===== config.mk =====
export PLATFORM = sky130hd
export DESIGN_NAME = dbus_master_seq
export DESIGN_NICKNAME = d
export VERILOG_FILES = /design/src/rtl/dbus_master_seq.sv
export SDC_FILE = /design/constraint.sdc
export NUM_CORES = 1
export LEC_CHECK = 0
export CORE_MARGIN = 5
export CORE_UTILIZATION = 54
export CTS_CLUSTER_SIZE = 12
export DETAILED_ROUTE_END_ITERATION = 6
export PLACE_DENSITY = 0.85
export REMOVE_ABC_BUFFERS = 1
export SLEW_MARGIN = 20
export SYNTH_ARGS = -nofsm -noshare
export SYNTH_HDL_FRONTEND = slang
export SYNTH_SLANG_ARGS = --single-unit

===== constraint.sdc =====
create_clock -name Clk -period 2.1 [get_ports Clk]
set_clock_uncertainty 0.1 [all_clocks]
set_input_delay 0.21 -clock Clk [delete_from_list [all_inputs] [get_ports Clk]]
set_output_delay 0.21 -clock Clk [all_outputs]
set_load 0.005 [all_outputs]

===== src/rtl/dbus_master_seq.sv =====
// dbus_master_seq
//   Queued data-bus master. Commands (read/write, address, data) go into a
//   small FIFO and are replayed as single-strobe dbus cycles with a
//   programmable address setup time. Read data is returned through a
//   valid/ready response slot. A read that finds the slot still occupied
//   keeps its address on the bus until the slot frees.
//
//   Optional feature (compile-time macro DBUS_AUTOINC_EN): every command
//   carries a repeat count (CmdCount = burst length - 1). The access then
//   repeats with the address stepping by one modulo 2^ADDR_WIDTH. When the
//   macro is undefined, the CNT_WIDTH parameter, the CmdCount port and the
//   FIFO count field are all absent.
//
// Parameters
//   DATA_WIDTH    bus data width
//   ADDR_WIDTH    bus address width
//   CMD_DEPTH     command FIFO depth (power of 2, >= 2)
//   SETUP_CYCLES  cycles Addr/Dout are stable before strobe/sample (>= 1)
//   CNT_WIDTH     burst count width (DBUS_AUTOINC_EN only)
//
// Ports
//   Clk       in   system clock, rising edge
//   Rst_n     in   asynchronous reset, active low
//   CmdValid  in   command offered
//   CmdReady  out  FIFO can accept a command
//   CmdWr     in   1 = write, 0 = read
//   CmdAddr   in   target address
//   CmdData   in   write data (ignored for reads)
//   CmdCount  in   extra repetitions (DBUS_AUTOINC_EN only)
//   RspValid  out  read data available
//   RspReady  in   consumer accepts read data
//   RspData   out  read data
//   Busy      out  FIFO not empty or sequencer active
//   Addr      out  bus address
//   Dout      out  bus write data
//   Din       in   bus read data
//   Wr        out  bus write strobe
module dbus_master_seq #(
   parameter int DATA_WIDTH   = 8,
   parameter int ADDR_WIDTH   = 8,
   parameter int CMD_DEPTH    = 4,
   parameter int SETUP_CYCLES = 1
`ifdef DBUS_AUTOINC_EN
   ,
   parameter int CNT_WIDTH    = 4
`endif
) (
   input  logic                  Clk,
   input  logic                  Rst_n,
   input  logic                  CmdValid,
   output logic                  CmdReady,
   input  logic                  CmdWr,
   input  logic [ADDR_WIDTH-1:0] CmdAddr,
   input  logic [DATA_WIDTH-1:0] CmdData,
`ifdef DBUS_AUTOINC_EN
   input  logic [CNT_WIDTH-1:0]  CmdCount,
`endif
   output logic                  RspValid,
   input  logic                  RspReady,
   output logic [DATA_WIDTH-1:0] RspData,
   output logic                  Busy,
   output logic [ADDR_WIDTH-1:0] Addr,
   output logic [DATA_WIDTH-1:0] Dout,
   input  logic [DATA_WIDTH-1:0] Din,
   output logic                  Wr
);

   localparam int PTR_W = $clog2(CMD_DEPTH);
   localparam int SET_W = (SETUP_CYCLES > 1) ? $clog2(SETUP_CYCLES) : 1;
   localparam logic [SET_W-1:0] SET_LOAD  = SET_W'(SETUP_CYCLES - 1);
   localparam logic [PTR_W:0]   FIFO_FULL = (PTR_W + 1)'(CMD_DEPTH);

   typedef enum logic [1:0] {
      S_IDLE,
      S_SETUP,
      S_STROBE
   } state_t;

   // command FIFO storage
   logic                  fifo_wr   [CMD_DEPTH];
   logic [ADDR_WIDTH-1:0] fifo_addr [CMD_DEPTH];
   logic [DATA_WIDTH-1:0] fifo_data [CMD_DEPTH];
`ifdef DBUS_AUTOINC_EN
   logic [CNT_WIDTH-1:0]  fifo_cnt  [CMD_DEPTH];
   logic [CNT_WIDTH-1:0]  rem_q, rem_n;
`endif

   logic [PTR_W-1:0]      wr_ptr, rd_ptr;
   logic [PTR_W:0]        count_q, count_n;
   logic                  push, pop;

   state_t                state_q, state_n;
   logic [SET_W-1:0]      setup_q, setup_n;
   logic                  is_wr_q, is_wr_n;
   logic [ADDR_WIDTH-1:0] addr_q, addr_n;
   logic [DATA_WIDTH-1:0] dout_q, dout_n;
   logic                  wr_q, wr_n;
   logic                  rsp_valid_q, rsp_valid_n;
   logic [DATA_WIDTH-1:0] rsp_data_q, rsp_data_n;
   logic                  busy_q, busy_n;
   logic                  cmd_ready_q, cmd_ready_n;
   logic                  more;

   // CmdReady is a flop, so a pop on a full FIFO cannot admit a push
   // in the same cycle.
   assign push = CmdValid && cmd_ready_q;

`ifdef DBUS_AUTOINC_EN
   assign more = (rem_q != '0);
`else
   assign more = 1'b0;
`endif

   // Next-state and datapath
   always_comb begin
      state_n     = state_q;
      setup_n     = setup_q;
      is_wr_n     = is_wr_q;
      addr_n      = addr_q;
      dout_n      = dout_q;
      wr_n        = 1'b0;
      rsp_valid_n = rsp_valid_q && !RspReady;
      rsp_data_n  = rsp_data_q;
      pop         = 1'b0;
`ifdef DBUS_AUTOINC_EN
      rem_n       = rem_q;
`endif
      case (state_q)
         S_IDLE: begin
            addr_n = '0;
            dout_n = '0;
            if (count_q != '0) begin
               pop     = 1'b1;
               state_n = S_SETUP;
               setup_n = SET_LOAD;
               is_wr_n = fifo_wr[rd_ptr];
               addr_n  = fifo_addr[rd_ptr];
               dout_n  = fifo_wr[rd_ptr] ? fifo_data[rd_ptr] : '0;
`ifdef DBUS_AUTOINC_EN
               rem_n   = fifo_cnt[rd_ptr];
`endif
            end
         end
         S_SETUP: begin
            if (setup_q != '0) begin
               setup_n = setup_q - SET_W'(1);
            end else if (is_wr_q) begin
               wr_n    = 1'b1;
               state_n = S_STROBE;
            end else if (!rsp_valid_q || RspReady) begin
               // sample only when the response slot is free or being
               // consumed at this same edge; otherwise hold the address
               rsp_valid_n = 1'b1;
               rsp_data_n  = Din;
               if (more) begin
                  addr_n  = addr_q + ADDR_WIDTH'(1);
                  setup_n = SET_LOAD;
`ifdef DBUS_AUTOINC_EN
                  rem_n   = rem_q - CNT_WIDTH'(1);
`endif
               end else begin
                  addr_n  = '0;
                  state_n = S_IDLE;
               end
            end
         end
         S_STROBE: begin
            if (more) begin
               // next burst beat goes straight back to setup, Wr low
               addr_n  = addr_q + ADDR_WIDTH'(1);
               setup_n = SET_LOAD;
               state_n = S_SETUP;
`ifdef DBUS_AUTOINC_EN
               rem_n   = rem_q - CNT_WIDTH'(1);
`endif
            end else begin
               addr_n  = '0;
               dout_n  = '0;
               state_n = S_IDLE;
            end
         end
         default: begin
            state_n = S_IDLE;
         end
      endcase
   end

   always_comb begin
      count_n = count_q;
      if (push && !pop) begin
         count_n = count_q + (PTR_W + 1)'(1);
      end else if (!push && pop) begin
         count_n = count_q - (PTR_W + 1)'(1);
      end
   end

   assign busy_n      = (state_n != S_IDLE) || (count_n != '0);
   assign cmd_ready_n = (count_n != FIFO_FULL);

   // State and control registers
   always_ff @(posedge Clk or negedge Rst_n) begin
      if (!Rst_n) begin
         state_q     <= S_IDLE;
         setup_q     <= '0;
         is_wr_q     <= 1'b0;
         addr_q      <= '0;
         dout_q      <= '0;
         wr_q        <= 1'b0;
         rsp_valid_q <= 1'b0;
         rsp_data_q  <= '0;
         busy_q      <= 1'b0;
         cmd_ready_q <= 1'b1;
         wr_ptr      <= '0;
         rd_ptr      <= '0;
         count_q     <= '0;
`ifdef DBUS_AUTOINC_EN
         rem_q       <= '0;
`endif
      end else begin
         state_q     <= state_n;
         setup_q     <= setup_n;
         is_wr_q     <= is_wr_n;
         addr_q      <= addr_n;
         dout_q      <= dout_n;
         wr_q        <= wr_n;
         rsp_valid_q <= rsp_valid_n;
         rsp_data_q  <= rsp_data_n;
         busy_q      <= busy_n;
         cmd_ready_q <= cmd_ready_n;
         count_q     <= count_n;
`ifdef DBUS_AUTOINC_EN
         rem_q       <= rem_n;
`endif
         if (push) begin
            wr_ptr <= wr_ptr + PTR_W'(1);
         end
         if (pop) begin
            rd_ptr <= rd_ptr + PTR_W'(1);
         end
      end
   end

   // FIFO payload needs no reset; occupancy is tracked by count_q
   always_ff @(posedge Clk) begin
      if (push) begin
         fifo_wr[wr_ptr]   <= CmdWr;
         fifo_addr[wr_ptr] <= CmdAddr;
         fifo_data[wr_ptr] <= CmdData;
`ifdef DBUS_AUTOINC_EN
         fifo_cnt[wr_ptr]  <= CmdCount;
`endif
      end
   end

   assign CmdReady = cmd_ready_q;
   assign RspValid = rsp_valid_q;
   assign RspData  = rsp_data_q;
   assign Busy     = busy_q;
   assign Addr     = addr_q;
   assign Dout     = dout_q;
   assign Wr       = wr_q;

endmodule


==> results.toml, run 1 <==
[run_status]
status = "completed"

[cells_and_area]
commonest_cells_after_routing_fill_and_taps_aside = "edfxtp_1, clkdlybuf4s50_1, dfrtp_1, nand2_1, inv_1"
area_delta_synth_final_pct = 21.6
layout_commonest_cell = "edfxtp_1"
design.final.nets = 365
instances_no_fill = 433
antenna_cells = 0
final_core_util = 0.673
final_layout_size_suffix_gt1_frac = 0.175

[critical_path]
worst_r2r_endpoint = "Addr[1]$_DFFE_PN0P_"
critical_path.max_stage_delay_ps = 520
crit_start = "state_q[1]$_DFF_PN0_"
cp_top_family = "simple AND/OR/NAND/NOR gates"
crit_arrival_ps = 2090
worst_path_required_time_ps = 2290
critPathCaptureType = "flip-flop"
cp-endpoint = "Addr[1]$_DFFE_PN0P_"
timing.reg2reg.setup_slack_ps = 200
start_to_end_type_of_the_worst_setup_path = "flip-flop to flip-flop"
rr_startpoint = "state_q[1]$_DFF_PN0_"
worstPathCellList = "inv_1, ha_1, and2b_2, a2bb2oi_2, or3_1, o21ai_2"
critical-path-slowest-cell = "or3_1"
crit_path_start_kind = "flip-flop"
path_depth = 6
path_max_fanout = 8
critical_path.n_buffers_inverters = 1
rr_worst_depth = 6

[yosys]
ys_async_sr_fraction = 0.358
synth-main-ff-cell = "edfxtp_1"
combinational_family_with_the_most_area_after_synthesis = "multiplexers"
synth-compound-area-share = 0.0497
netlist_area_mm2 = 0.00428
synth_seq_area_share = 0.700
synthesis.instances = 257
synth_enable_flop_cells = 68
synthesis.area_per_instance_um2 = 16.6
synthSimpleGateAreaFrac = 0.0667
yosys_warnings = 0
synth-xor-area-share = 0.00819
synth-adder-area-share = 0.0292
flip_flop_and_latch_count_after_synthesis = 106
yosysUniqueCellTypes = 41
synthMuxAreaShare = 0.113

[placement]
place_inst = 416
numPortBuffers = 56
gp_routability_congestion = 0.750
dpl.hpwl_um = 5060

[drt]
detailedRoute.firstIterationViolations = 120
detail-route-antenna-nets = 0
drt-wirelength-per-cell_um = 17.6
vias_per_cell = 5.30
detailroute.via_count = 2293
detail_route.first_pass.iterations = 4
remaining_drc_errors = 0
wirelength_um = 7640

[power_and_ir_drop]
post_route_total_power_w = 0.00702
powerDensity_mw_per_mm2 = 1350
leakage_nw = 1.98
worst_ir_drop_vdd_mv = 0.693

[run]
cap_viol_max_count = 0

[floorplanning]
chipHeight_um = 99.0
start_util = 0.554
placementRows = 32
overall_die_width_um = 99.0
io_pins = 57
floorplan.die_area_mm2 = 0.00980
core_mm2 = 0.00773

[timing]
hold_viol_final = 0
final.min_clock_period_ps = 1900
slew_viol_final = 0
maximum_clock_frequency_ghz = 0.526
fin_worst_hold_slack_ps = 352
post-route-period-util = 0.906
final-setup-viol-count = 0
worst_slew_pin_slew_ps = 876
rsz0062_at_grt = "false"
slew_headroom = 0.416
final.setup.tns_ps = 0

[grt]
grt_max_degree = 39
grt_first_pass_wirelength_um = 12800
grt_use_total = 0.169
via_count_of_the_first_global_routing_pass = 2489
overflow = 0
initial_antenna_violation_count = 0

[clocking]
cts_post_setup_buffers_inserted = 0
cts.path.max_buffers = 2
number_of_buffers_inserted_during_clock_tree_synthesis = 9
cts_resized = 0
clk_root_buffer_cell = "clkbuf_8"
count_of_clock_tree_sinks = 106
path_clk_slew_ps = 100
tritoncts = "yes"
clk-insertion-delay-late_ps = 360
cts_htree_levels = 3

[min_path]
min_path_type = "input pin to flip-flop"
cell_count_of_the_worst_hold_path = 2
## per-stage QoR
| stage | setup WS (ps) | cell area, um2 |
|---|---|---|
| after floorplan | 80.1 | 4220 |
| after global placement | 274 | 4980 |
| after detailed placement | 206 | 4980 |
| after CTS | 182 | 5200 |
| after global routing | 71.2 | 5200 |
| final | 198 | 5200 |
## layer usage
layer,vias up,GRT usage,part of all wire
met3,6,0.0538,0.075
met2,72,0.269,0.50
met5,-,0,0
li1,1088,-,-
met1,1127,0.231,0.42
met4,0,0.0347,0.0055
## Yosys cell counts (2+ instances only)
| cell type | instances | area, um2 |
|---|---|---|
| a21oi_1 | 3 | 15.0 |
| and2_1 | 4 | 25.0 |
| and3_1 | 5 | 31.3 |
| buf_2 | 5 | 25.0 |
| buf_6 | 3 | 33.8 |
| clkinv_1 | 3 | 11.3 |
| dfrtp_1 | 37 | 926 |
| edfxtp_1 | 68 | 2040 |
| ha_1 | 10 | 125 |
| inv_1 | 19 | 71.3 |
| mux2_1 | 8 | 90.1 |
| mux4_2 | 17 | 383 |
| nand2_1 | 21 | 78.8 |
| nand2b_1 | 3 | 18.8 |
| nand3_1 | 2 | 10.0 |
| nor2_1 | 3 | 11.3 |
| o211ai_1 | 2 | 15.0 |
| o21ai_0 | 3 | 15.0 |
| o21ai_1 | 8 | 40.0 |
| o21ai_2 | 8 | 70.1 |
| or3_1 | 2 | 12.5 |
| xnor2_1 | 4 | 35.0 |
## how the worst min path moves through the flow
| stage | startpoint | to | slack, ps |
|---|---|---|---|
| floorplan | Rst_n | Addr[0]$_DFFE_PN0P_ | -190 |
| global placement | Rst_n | RspData[3]$_DFFE_PN0P_ | 270 |
| detailed placement | Rst_n | RspData[6]$_DFFE_PN0P_ | 280 |
| CTS | Din[6] | RspData[6]$_DFFE_PN0P_ | 350 |
| global route | Din[6] | RspData[6]$_DFFE_PN0P_ | 340 |
| finish | Din[4] | RspData[4]$_DFFE_PN0P_ | 350 |
## cell type report
type	instances	area (um2)
multi-input cells	121	1140
clock buffers	10	138
flip-flops and latches	106	2990
clock inverters	6	73.8
repair buffers	66	646
inverters	22	82.6
well taps	102	128
fillers	522	2520
## registers in the layout (all words and copies together), names as in the netlist
signal     cells
fifo_data     32
count_q        3
fifo_wr        4
Dout           8
Busy           1
RspValid       1
Wr             1
fifo_addr     32
rd_ptr         2
RspData        8
wr_ptr         2
Addr           8
CmdReady       1
is_wr_q        1
state_q        2
## logic make-up after synthesis
logic type               after synthesis
buffers and inverters                 30
multiplexers                          26
AO/OA/AOI/OAI                         30
AND/OR/NAND/NOR                       51
XOR/XNOR                               4
adder cells (fa/ha/maj)               10
flip-flops                           106
## report_power, final
group          switching, W  total, W  leakage (nW)  internal, W
registers          0.000296   0.00310          1.09      0.00281
clock network      0.000704   0.00130         0.101     0.000596
logic               0.00125   0.00262         0.784      0.00137
total               0.00225   0.00702          1.98      0.00477
## timing repair
action / CTS / global route
setup endpoints to repair: 0 / 0
hold buffers: 1 / 0
hold endpoints to repair: 37 / 0
Note: power is estimated with default switching activity, not from simulation.
==> run 2: changes to the inputs <==
--- a/config.mk
+++ b/config.mk
@@ -5,12 +5,14 @@
 export SDC_FILE = /design/constraint.sdc
 export NUM_CORES = 1
 export LEC_CHECK = 0
+export ABC_AREA = 1
 export CORE_MARGIN = 5
-export CORE_UTILIZATION = 54
+export CORE_UTILIZATION = 55
 export CTS_CLUSTER_SIZE = 12
 export DETAILED_ROUTE_END_ITERATION = 6
-export PLACE_DENSITY = 0.85
+export PLACE_DENSITY = 0.86
 export REMOVE_ABC_BUFFERS = 1
+export SKIP_CTS_REPAIR_TIMING = 1
 export SLEW_MARGIN = 20
 export SYNTH_ARGS = -nofsm -noshare
 export SYNTH_HDL_FRONTEND = slang
==> run 2 against run 1 <==
  * Core utilization increased by 0.55 points
  * Worst hold slack lost 5.9 ps
  * Final area up 0.82%
  * Synthesized cell count grew 36%
  * Clock power increased by 4%
  * Flip-flop and latch count did not move
  * Critical path type unchanged
  * Largest cell class unchanged
  * Highest routed layer unchanged
==> results.toml, run 2 <==
[run]
cap_viol_max_count = 0

[timing]
worst_slew_pin_slew_ps = 858
post-route-period-util = 0.833
final.setup.tns_ps = 0
final.min_clock_period_ps = 1750
slew_viol_final = 0
slew_headroom = 0.428
hold_viol_final = 0
maximum_clock_frequency_ghz = 0.571
rsz0062_at_grt = "false"
final-setup-viol-count = 0

[yosys]
yosysTopAreaCellShare = 0.467
ys_async_sr_fraction = 0.358
flip_flop_and_latch_count_after_synthesis = 106
synthesis.area_per_instance_um2 = 12.5
library_cell_with_the_highest_instance_count_after_synthesis = "edfxtp_1"
synth_seq_area_share = 0.685
netlist_area_mm2 = 0.00437
yosysUniqueCellTypes = 27
synth_largest_area_cell = "edfxtp_1"
synth_top_cells_by_count = "edfxtp_1, nand2_1, dfrtp_1"
synth-main-ff-cell = "edfxtp_1"
synthTopCellsByArea = "edfxtp_1, dfrtp_1, nand2_1"
synthesis.instances = 349
yosys_warnings = 0
synth_enable_flop_cells = 68

[critical_path]
critPathCaptureType = "flip-flop"
worst_path_required_time_ps = 2300
crit_path_start_kind = "flip-flop"
crit_arrival_ps = 1950
path_max_fanout = 17
start_to_end_type_of_the_worst_setup_path = "flip-flop to flip-flop"

[cells_and_area]
commonest_cells_after_routing_fill_and_taps_aside = "edfxtp_1, nand2_1, clkdlybuf4s50_1, dfrtp_1, nand3_1"
design.final.nets = 451
layout_commonest_cell = "edfxtp_1"
antenna_cells = 0
filler_cell_count = 544
reg_area_mm2 = 0.00299
multiInputGateArea_mm2 = 0.00120
area_delta_synth_final_pct = 20.0
final_layout_size_suffix_gt1_frac = 0.137
instances_no_fill = 519
layout_top_registers = "fifo_addr x32, fifo_data x32"

[floorplanning]
overall_die_width_um = 99.2
chipHeight_um = 99.2
placementRows = 32
floorplan.die_area_mm2 = 0.00983
start_util = 0.566
core_mm2 = 0.00773
io_pins = 57

[power_and_ir_drop]
internal-power_w = 0.00467
share_clk_of_total_power = 0.182
seq_power_share = 0.417
worst_ir_drop_vdd_mv = 0.696
post_route_total_power_w = 0.00742
switching_share = 0.370
powerDensity_mw_per_mm2 = 1410
netSwitchingPower_w = 0.00275
power_frac_comb = 0.401
leakage_nw = 2.13

[drt]
drt-wirelength-per-cell_um = 17.2
detailedRoute.firstIterationViolations = 175
wirelength_um = 8900
detailroute.via_count = 2805
remaining_drc_errors = 0
detail-route-antenna-nets = 0
detail_route.first_pass.iterations = 5
vias_per_cell = 5.40

[clocking]
cts.path.max_buffers = 2
tritoncts = "yes"
cts_htree_levels = 3
clk-insertion-delay-late_ps = 370
path_clk_slew_ps = 100
count_of_clock_tree_sinks = 106
number_of_buffers_inserted_during_clock_tree_synthesis = 9
clk_root_buffer_cell = "clkbuf_8"

[grt]
overflow = 0
grt_use_total = 0.187
grt_max_degree = 39
grt_first_pass_wirelength_um = 14100
initial_antenna_violation_count = 0
via_count_of_the_first_global_routing_pass = 2833

[placement]
gp_routability_congestion = 0.750
place_inst = 502
numPortBuffers = 56
dpl.hpwl_um = 5750

[run_status]
status = "completed"

[min_path]
min_path_type = "input pin to flip-flop"
[run 2: worst paths after layout]
check / slack (ps) / startpoint / to / depth (start not counted)
setup / recovery: 350 / state_q[1]$_DFF_PN0_ / Addr[1]$_DFFE_PN0P_ / 6
hold / removal: 350 / Din[5] / RspData[5]$_DFFE_PN0P_ / 2
setup reg to reg: 350 / state_q[1]$_DFF_PN0_ / Addr[1]$_DFFE_PN0P_ / 6
hold reg to reg: 390 / Dout[5]$_DFFE_PN0P_ / Dout[5]$_DFFE_PN0P_ / 2
max in group asynchronous: 980 / Rst_n / Addr[0]$_DFFE_PN0P_ / 2
min in group asynchronous: 370 / Rst_n / wr_ptr[0]$_DFFE_PN0P_ / 2
[run 2: layout make-up]
class                   instances  area share
inverters                      25      0.0184
flip-flops and latches        106       0.571
clock buffers                  10      0.0262
repair buffers                 63       0.116
multi-input cells             207       0.228
clock inverters                 6      0.0155
well taps                     102      0.0243
[run 2: critical path, cell delays in order (launching register included)]
cell	delay, ps
dfrtp_1	440
inv_1	100
ha_1	250
nand3_4	260
a21oi_4	250
nand2_4	100
o21ai_1	170
[run 2: routing by layer]
metal / up-vias / part of all wire / global-route usage
met5: - / 0 / 0
met4: 0 / 0.012 / 0.0462
met3: 14 / 0.065 / 0.0617
met2: 105 / 0.53 / 0.324
met1: 1358 / 0.40 / 0.228
li1: 1328 / - / -
[run 2: power by group through the flow]
stage	registers (W)	logic, W	clock network, W
2_1_floorplan	0.00316	0.00179	0
3_3_place_gp	0.00311	0.00283	0
3_5_place_dp	0.00313	0.00297	0
4_1_cts	0.00309	0.00299	0.00137
5_1_grt	0.00315	0.00329	0.00145
6_report	0.00309	0.00297	0.00135
[run 2: cell families after synthesis]
family | Yosys count | share of synthesized area
xor gates and xnor gates | 2 | 0.00401
DFF | 106 | 0.685
buffers and inverters | 36 | 0.0409
adders and majority gates | 10 | 0.0286
muxes | 8 | 0.0223
and+or+nand+nor | 139 | 0.146
AOI/OAI and AO/OA | 48 | 0.0730
[run 2: metrics by stage]
stage	setup slack (ps)	cell area [um2]	utilization	hold WS (ps)
floorplan	204	4290	-	-186
global placement	423	5020	0.649	256
detailed placement	269	5020	0.649	272
CTS	339	5240	0.678	-133
global route	226	5250	0.679	345
finish	350	5250	0.679	346
